### config.mk
export PLATFORM = sky130hd
export DESIGN_NAME = model_ctrl_flat
export DESIGN_NICKNAME = d
export VERILOG_FILES = /design/src/rtl/model_ctrl_if.sv /design/src/rtl/model_ctrl.sv /design/src/flat_wrapper.sv
export SDC_FILE = /design/constraint.sdc
export NUM_CORES = 1
export LEC_CHECK = 0
export CAP_MARGIN = 15
export CORE_AREA = 5 5 350 352
export CTS_CLUSTER_DIAMETER = 100
export DETAILED_ROUTE_END_ITERATION = 12
export DIE_AREA = 0 0 355 357
export PLACE_DENSITY = 0.51
export SLEW_MARGIN = 20
export SYNTH_ARGS = -nofsm -noshare
export SYNTH_HDL_FRONTEND = slang
export SYNTH_SLANG_ARGS = --single-unit
### constraint.sdc
create_clock -name clk -period 3.4 [get_ports clk]
set_input_delay 0.34 -clock clk [delete_from_list [all_inputs] [get_ports clk]]
set_output_delay 0.34 -clock clk [all_outputs]
set_load 0.01 [all_outputs]
### src/rtl/model_ctrl_if.sv
`default_nettype none
// ============================================================================
// Module  : model_ctrl_if
// Brief   : Host-side input and output element streams of model_ctrl.
// Revision: 1.0 - initial release
// ============================================================================
interface model_ctrl_if #(
    parameter int XB = 11,
    parameter int YB = 10
);
    logic          s_valid;
    logic          s_ready;
    logic [XB-1:0] s_data;
    logic          m_valid;
    logic          m_ready;
    logic [YB-1:0] m_data;
    logic          m_last;

    modport master (
        output s_valid, s_data, m_ready,
        input  s_ready, m_valid, m_data, m_last
    );

    modport slave (
        input  s_valid, s_data, m_ready,
        output s_ready, m_valid, m_data, m_last
    );
endinterface
`default_nettype wire

### src/rtl/model_ctrl.sv
`default_nettype none
// ============================================================================
// Module  : model_ctrl
// Brief   : Frame sequencer: load x stream, pulse en, capture y, drain stream.
// Revision: 1.0 - initial release
// ============================================================================
module model_ctrl #(
    parameter int XD  = 64,
    parameter int XB  = 11,
    parameter int YD  = 16,
    parameter int YB  = 10,
    parameter int LAT = 1
) (
    input  wire logic                   clk,
    input  wire logic                   rstn,
    model_ctrl_if.slave                 io,
    output logic [XD-1:0][XB-1:0]       x_o,
    output logic                        en_o,
    input  wire logic [YD-1:0][YB-1:0]  y_i,
    output logic                        busy_o,
    output logic [15:0]                 frames_o
);

    localparam int XCW = (XD > 1) ? $clog2(XD) : 1;
    localparam int YCW = (YD > 1) ? $clog2(YD) : 1;
    localparam int WCW = $clog2(LAT + 1);

    localparam logic [XCW-1:0] X_LAST = XCW'(XD - 1);
    localparam logic [YCW-1:0] Y_LAST = YCW'(YD - 1);
    localparam logic [WCW-1:0] W_LAST = WCW'(LAT);

    typedef enum logic [1:0] {
        S_LOAD  = 2'd0,
        S_FIRE  = 2'd1,
        S_WAIT  = 2'd2,
        S_DRAIN = 2'd3
    } state_t;

    state_t                 state;
    logic [XCW-1:0]         xcnt;
    logic [YCW-1:0]         ycnt;
    logic [WCW-1:0]         wcnt;
    logic [YD-1:0][YB-1:0]  y_reg;

    always_ff @(posedge clk or negedge rstn) begin
        if (!rstn) begin
            state    <= S_LOAD;
            xcnt     <= '0;
            ycnt     <= '0;
            wcnt     <= '0;
            x_o      <= '0;
            y_reg    <= '0;
            frames_o <= '0;
        end else begin
            case (state)
                S_LOAD: begin
                    if (io.s_valid) begin
                        x_o[xcnt] <= io.s_data;
                        if (xcnt == X_LAST) begin
                            xcnt  <= '0;
                            state <= S_FIRE;
                        end else begin
                            xcnt <= xcnt + 1'b1;
                        end
                    end
                end
                S_FIRE: begin
                    wcnt  <= WCW'(1);
                    state <= S_WAIT;
                end
                S_WAIT: begin
                    // y_i is only trusted on the last wait cycle
                    if (wcnt == W_LAST) begin
                        y_reg <= y_i;
                        ycnt  <= '0;
                        state <= S_DRAIN;
                    end else begin
                        wcnt <= wcnt + 1'b1;
                    end
                end
                S_DRAIN: begin
                    if (io.m_ready) begin
                        if (ycnt == Y_LAST) begin
                            ycnt     <= '0;
                            frames_o <= frames_o + 16'd1;
                            state    <= S_LOAD;
                        end else begin
                            ycnt <= ycnt + 1'b1;
                        end
                    end
                end
                default: state <= S_LOAD;
            endcase
        end
    end

    // Outputs depend only on registered state so no input reaches an output.
    assign io.s_ready = (state == S_LOAD);
    assign en_o       = (state == S_FIRE);
    assign busy_o     = (state != S_LOAD);
    assign io.m_valid = (state == S_DRAIN);
    assign io.m_data  = (state == S_DRAIN) ? y_reg[ycnt] : '0;
    assign io.m_last  = (state == S_DRAIN) && (ycnt == Y_LAST);

endmodule
`default_nettype wire

### src/flat_wrapper.sv
// flat-port wrapper written by rule: the top's interface ports become plain ports
module model_ctrl_flat 
#(
    parameter int XD  = 64,
    parameter int XB  = 11,
    parameter int YD  = 16,
    parameter int YB  = 10,
    parameter int LAT = 1
)
  (clk, rstn, x_o, en_o, y_i, busy_o, frames_o, io_s_valid, io_s_data, io_m_ready, io_s_ready, io_m_valid, io_m_data, io_m_last);
  model_ctrl_if #(.XB(XB), .YB(YB)) io_i ();
  input  wire logic clk;
  input  wire logic rstn;
  output logic [XD-1:0][XB-1:0] x_o;
  output logic en_o;
  input  wire logic [YD-1:0][YB-1:0] y_i;
  output logic busy_o;
  output logic [15:0] frames_o;
  input wire logic [$bits(io_i.s_valid)-1:0] io_s_valid;
  input wire logic [$bits(io_i.s_data)-1:0] io_s_data;
  input wire logic [$bits(io_i.m_ready)-1:0] io_m_ready;
  output wire logic [$bits(io_i.s_ready)-1:0] io_s_ready;
  output wire logic [$bits(io_i.m_valid)-1:0] io_m_valid;
  output wire logic [$bits(io_i.m_data)-1:0] io_m_data;
  output wire logic [$bits(io_i.m_last)-1:0] io_m_last;
  assign io_i.s_valid = io_s_valid;
  assign io_i.s_data = io_s_data;
  assign io_i.m_ready = io_m_ready;
  assign io_s_ready = io_i.s_ready;
  assign io_m_valid = io_i.m_valid;
  assign io_m_data = io_i.m_data;
  assign io_m_last = io_i.m_last;
  model_ctrl #(.XD(XD), .XB(XB), .YD(YD), .YB(YB), .LAT(LAT)) u_core (.clk(clk), .rstn(rstn), .io(io_i), .x_o(x_o), .en_o(en_o), .y_i(y_i), .busy_o(busy_o), .frames_o(frames_o));
endmodule
### Word level (Yosys, flattened, before mapping)

Cells that the tools add are included.

* register bits: 893
* logic and storage cells: 132

* $add $sub $neg: 4
* magnitude comparators: 3
* equality and inequality tests: 10
* multiplexer cells: 19
* reductions and logical operators: 11

Operators by type and width (number)
* $bwmux W704: 1
* $demux W11 S6: 1
* $bmux W10 S4: 1
* $mux W10: 2
* $add A16 B1 Y16 const B: 1
* $mux W4: 3
* $mux W11: 1
* $mux W2: 5
* $pmux W2 S4: 1
* $pmux W4 S2: 1
* $lt A6 B7 Y1 const B: 1
* $add A6 B1 Y6 const B: 1
* $eq A6 B6 Y1 const B: 1
* $ge A6 B1 Y1 const B: 1
* $mux W6: 1
* $ne A2 B1 Y1 const B: 3
* $reduce_and A3 Y1: 2
* $reduce_bool A2 Y1: 3
* $lt A4 B5 Y1 const B: 1
* $reduce_and A5 Y1: 1
* $add A4 B1 Y4 const B: 1
* $eq A2 B2 Y1 const B: 2
* $eq A4 B4 Y1 const B: 1
* $ne A2 B2 Y1 const B: 2
* other kinds (7): 9

### Depth between registers and ports, before layout

* word-level depth: 5
* depth in mapped cells: 7
* gate-level depth less buffers: 6

### Worst setup path after synthesis

No wires, ideal clock.

* kind: register to register
* from: reg u_core.state[0]
* to: reg u_core.x_o[242] in the netlist's numbering
* arrival time: 1.905 ns
* setup slack: 1.370 ns
* cell stages (with the launch flop): 8
* period minus slack after synthesis: 2.030 ns
* cell sequence: dfrtp_1 > inv_1 > ha_1 > and3b_1 > nand3_1 > nor2_1 > buf_2 > mux2_2

* longest elaborated chain between the ends: 2

RTL lines
* start: declaration: line model_ctrl.sv:39 `state_t state;`
* start signal: assignment: line model_ctrl.sv:47 `state <= S_LOAD;`
* start signal: assignment: line model_ctrl.sv:61 `state <= S_FIRE;`
* start signal: assignment: line model_ctrl.sv:69 `state <= S_WAIT;`
* $logic_not A2 Y1
* net io_s_ready: line flat_wrapper.sv:22 `output wire logic [$bits(io_i.s_ready)-1:0] io_s_ready;`
* $reduce_and A2 Y1 (no line)
* end signal: indexed assignment: line model_ctrl.sv:58 `x_o[xcnt] <= io.s_data;`
* end: declaration: line model_ctrl.sv:17 `output logic [XD-1:0][XB-1:0] x_o,`

The timed path passes the listed nets, and every way through them passes these cells.
A chain may end at the register's enable or synchronous reset.

### Worst setup path after layout

* from: reg u_core.ycnt[0]
* to: out io_m_data[6]

* longest elaborated chain between the ends: 3

RTL lines
* start: declaration: line model_ctrl.sv:41 `logic [YCW-1:0] ycnt;`
* start signal: assignment: line model_ctrl.sv:88 `ycnt <= ycnt + 1'b1;`
* $bmux W10 S4: line model_ctrl.sv:102 `assign io.m_data = (state == S_DRAIN) ? y_reg[ycnt] : '0;`
* $mux W10 (implied by the code): line model_ctrl.sv:102
* $mux W10: line model_ctrl.sv:102
* end: declaration: line flat_wrapper.sv:24 `output wire logic [$bits(io_i.m_data)-1:0] io_m_data;`

No other way between the ends. The select of a mux whose other input is x is not followed.

==> metrics <==
Root Buffer Master=clkbuf_16; CP required=3.06 ns; Fin Setup TNS=0 ns; antenna violations before repair=40; share of layout cells above drive strength 1=36.6%; HP Start=io_s_data[10]; most frequent cells in the layout=895 x clkdlybuf4s50_1, 891 x dfrtp_1, 867 x mux2_2, 101 x clkbuf_16, 90 x buf_4; total gr overflow=0; Final Worst Setup Slack=0.122 ns; Top Ports=910; PwrDens=614 nW/um^2; FF-to-FF setup slack=0.76 ns; CP startpoint kind=register; worst slew pin tran=0.949 ns; P_sw=8.55 mW; FP Rows=127; Clock Tree Buf Depth=3; Placer Congestion=0.805; Final Hold Viols=0; clk sink count=893; main combinational cell family by area after synthesis=multiplexers; Cell Area, Placed=46600 um^2; drt first pass iters=6; P&R area growth vs syn=41.7%; minimum clock period=3.28 ns; EDFF count, synth=0; leakage power=22.9 nW; all-layer global routing usage=21.0%; Combinational Power Share=21.9%; sequential area share after synthesis=63.3%; Cells after Synth=2252; Total Nets Final=3376; Initial Utilization=29.7%; number of global-route vias before repair=25269; Die Width=355 um; drt initial violations=949; Worst Setup Path Type=reg -> out; RR Startpoint=u_core.state[0]; RSZ-0062 raised after global routing=no; total CTS buffers=101; worst-case vdd ir drop=0.000421 V; core footprint=119000 um^2; global-route wire length before repair=194000 um; Post-DRT Antenna Nets=0; Int Pwr=22.2 mW; final wirelength=136000 um; CTS tree=built; Compound-Gate Fraction of Synth Area=0.974%; Reg power frac=43.0%; worst hold slack=0.110 ns; fin area=50000 um^2; crit path max fanout=10; Most used DFF post-synth=dfrtp_1; worst hold path cell count=2; XOR/XNOR Fraction of Synth Area=0.471%; area of the mapped netlist=35300 um^2; Post-Synth Adder-Cell Area=0.248%; I/O Buffers=909; dpl hpwl=101000 um; GRT met1 Usage=24.6%; crit path DAT=2.94 ns; Post-route DRC=0; Worst-path clk slew=0.06 ns; #FFs+latches synth=893; largest net degree at the start of global routing=113; Hold Crit Endpoint=u_core.x_o[406]; max reg flops=704; Top Usage Layer GRT=met2; MaxCap Viol Count=0; Routed WL per cell=28.2 um; Worst setup EP type=primary output; yosys warns=0; Fmax=305 MHz; most common cell after layout, fill and taps aside=clkdlybuf4s50_1; Syn Nets=2434; capturing point of the worst reg2reg path=u_core.x_o[64]; mux contribution to synthesized area=30.2%; Post-synth ARST share=100%; Netlist cell types=45; Slew Viols, Final=0; met2 usage=35.7%; met3 usage=7.67%; clock latency on the worst-skew pair=0.69 ns; average cell area after synthesis=15.7 um^2; Die Span Y=357 um; status=finished, final reports clean; min-delay worst type=in -> reg; simple-gate area share of the yosys netlist=2.23%; final setup skew=0.0354 ns; Worst R2R Path Depth=7; endpoints failing setup=0; via count=23026; htree depth=3; Slew HR=36.7%; clock power share=35.1%; Net Sw Frac=27.8%; fin crit share=96.4%; DR vias/cell=4.76; die area=127000 um^2; Setup WS pre-CTS=0.497 ns
==> worst max-delay path by stage <==
| stage | start | end | slack (ns) |
|---|---|---|---|
| finish | u_core.ycnt[0] | io_m_data[6] | 0.12 |
| global route | u_core.ycnt[0] | io_m_data[1] | 0.006 |
| CTS | u_core.ycnt[0] | io_m_data[9] | 0.005 |
| detailed placement | io_s_valid | u_core.x_o[64] | 0.50 |
| global placement | u_core.ycnt[0] | io_m_data[9] | 0.42 |
| floorplan | u_core.state[0] | u_core.x_o[242] | 1.37 |
==> metal layers <==
layer / part of all wire [%] / vias to the layer above / routed length, um
met1: 39 / 12141 / 53200
met4: 3.8 / 40 / 5130
li1: - / 9845 / -
met3: 8.4 / 221 / 11400
met5: 0.20 / - / 271
met2: 49 / 779 / 66500
==> area by class of cell <==
class,count,area (um^2)
fillers,10852,69000
flip-flops and latches,893,22400
multi-input cells,1165,12100
repair buffers,1026,10300
clock buffers,147,2880
well taps,1548,1940
clock inverters,32,410
diodes,18,45.0
inverters,7,26.3
==> per-stage QoR <==
stage | power (mW) | util [%] | std cells
6_report | 30.7 | 42.0 | 4836
5_1_grt | 32.1 | 42.0 | 4821
4_1_cts | 31.1 | 42.0 | 4818
3_5_place_dp | 20.2 | 39.2 | 4634
3_3_place_gp | 20.0 | 39.2 | 4634
2_1_floorplan | 16.9 | - | 2252
==> power by group through the flow <==
stage	logic, mW	clock network, mW	registers, mW
global route	7.22	11.5	13.4
global placement	6.61	0	13.4
finish	6.71	10.8	13.2
floorplan	3.75	0	13.1
detailed placement	6.72	0	13.4
CTS	6.82	11.1	13.2
==> worst max-delay path, stage by stage (launching register included) <==
cell             delay [ns]
dfrtp_4                0.54
buf_4                  0.24
mux2i_1                0.42
nand2_1                0.14
a311oi_1               0.30
a21oi_1                0.12
clkdlybuf4s50_1        0.50
==> synth_stat cells, drive strengths merged (2+ instances only) <==
| master | n | area, um^2 |
|---|---|---|
| clkbuf | 81 | 304 |
| mux4 | 25 | 563 |
| a22oi | 6 | 45.0 |
| a21oi | 7 | 35.0 |
| and2 | 3 | 18.8 |
| or2 | 3 | 18.8 |
| dfrtp | 893 | 22300 |
| buf | 106 | 586 |
| nand3 | 12 | 65.1 |
| inv | 7 | 26.3 |
| and3b | 2 | 17.5 |
| nor2b | 7 | 43.8 |
| a311oi | 5 | 43.8 |
| nor3b | 3 | 22.5 |
| and3 | 10 | 62.6 |
| mux2i | 35 | 350 |
| nand2 | 52 | 195 |
| xnor2 | 16 | 140 |
| o2111ai | 5 | 43.8 |
| o21ai | 11 | 55.1 |
| or3b | 2 | 17.5 |
| nand4 | 4 | 25.0 |
| a221oi | 5 | 43.8 |
| mux2 | 867 | 9760 |
| and4 | 3 | 26.3 |
| ha | 7 | 87.6 |
| nor2 | 54 | 203 |
| xor2 | 3 | 26.3 |
| a21o | 3 | 22.5 |
| nor3 | 5 | 30.0 |
==> timing repair <==
item                                    4_1_cts  5_1_grt
hold buffers                                  1        0
endpoints found under the hold margin        66        0
cloned                                        0        0
resized for setup                             9        8
endpoints found under the setup margin       11        5
setup buffers                                 4        0
==> cells by family (layout without fill, tap and decap cells) <==
family                     after synthesis  in the layout
buffers and inverters                  194           1212
AOI/OAI and AO/OA                       48             48
other                                    0             18
adders and majority gates                7              7
xor gates and xnor gates                19             19
muxes                                  927            927
DFF                                    893            893
and+or+nand+nor                        164            164
No activity file was read; power rests on OpenSTA's default activity.
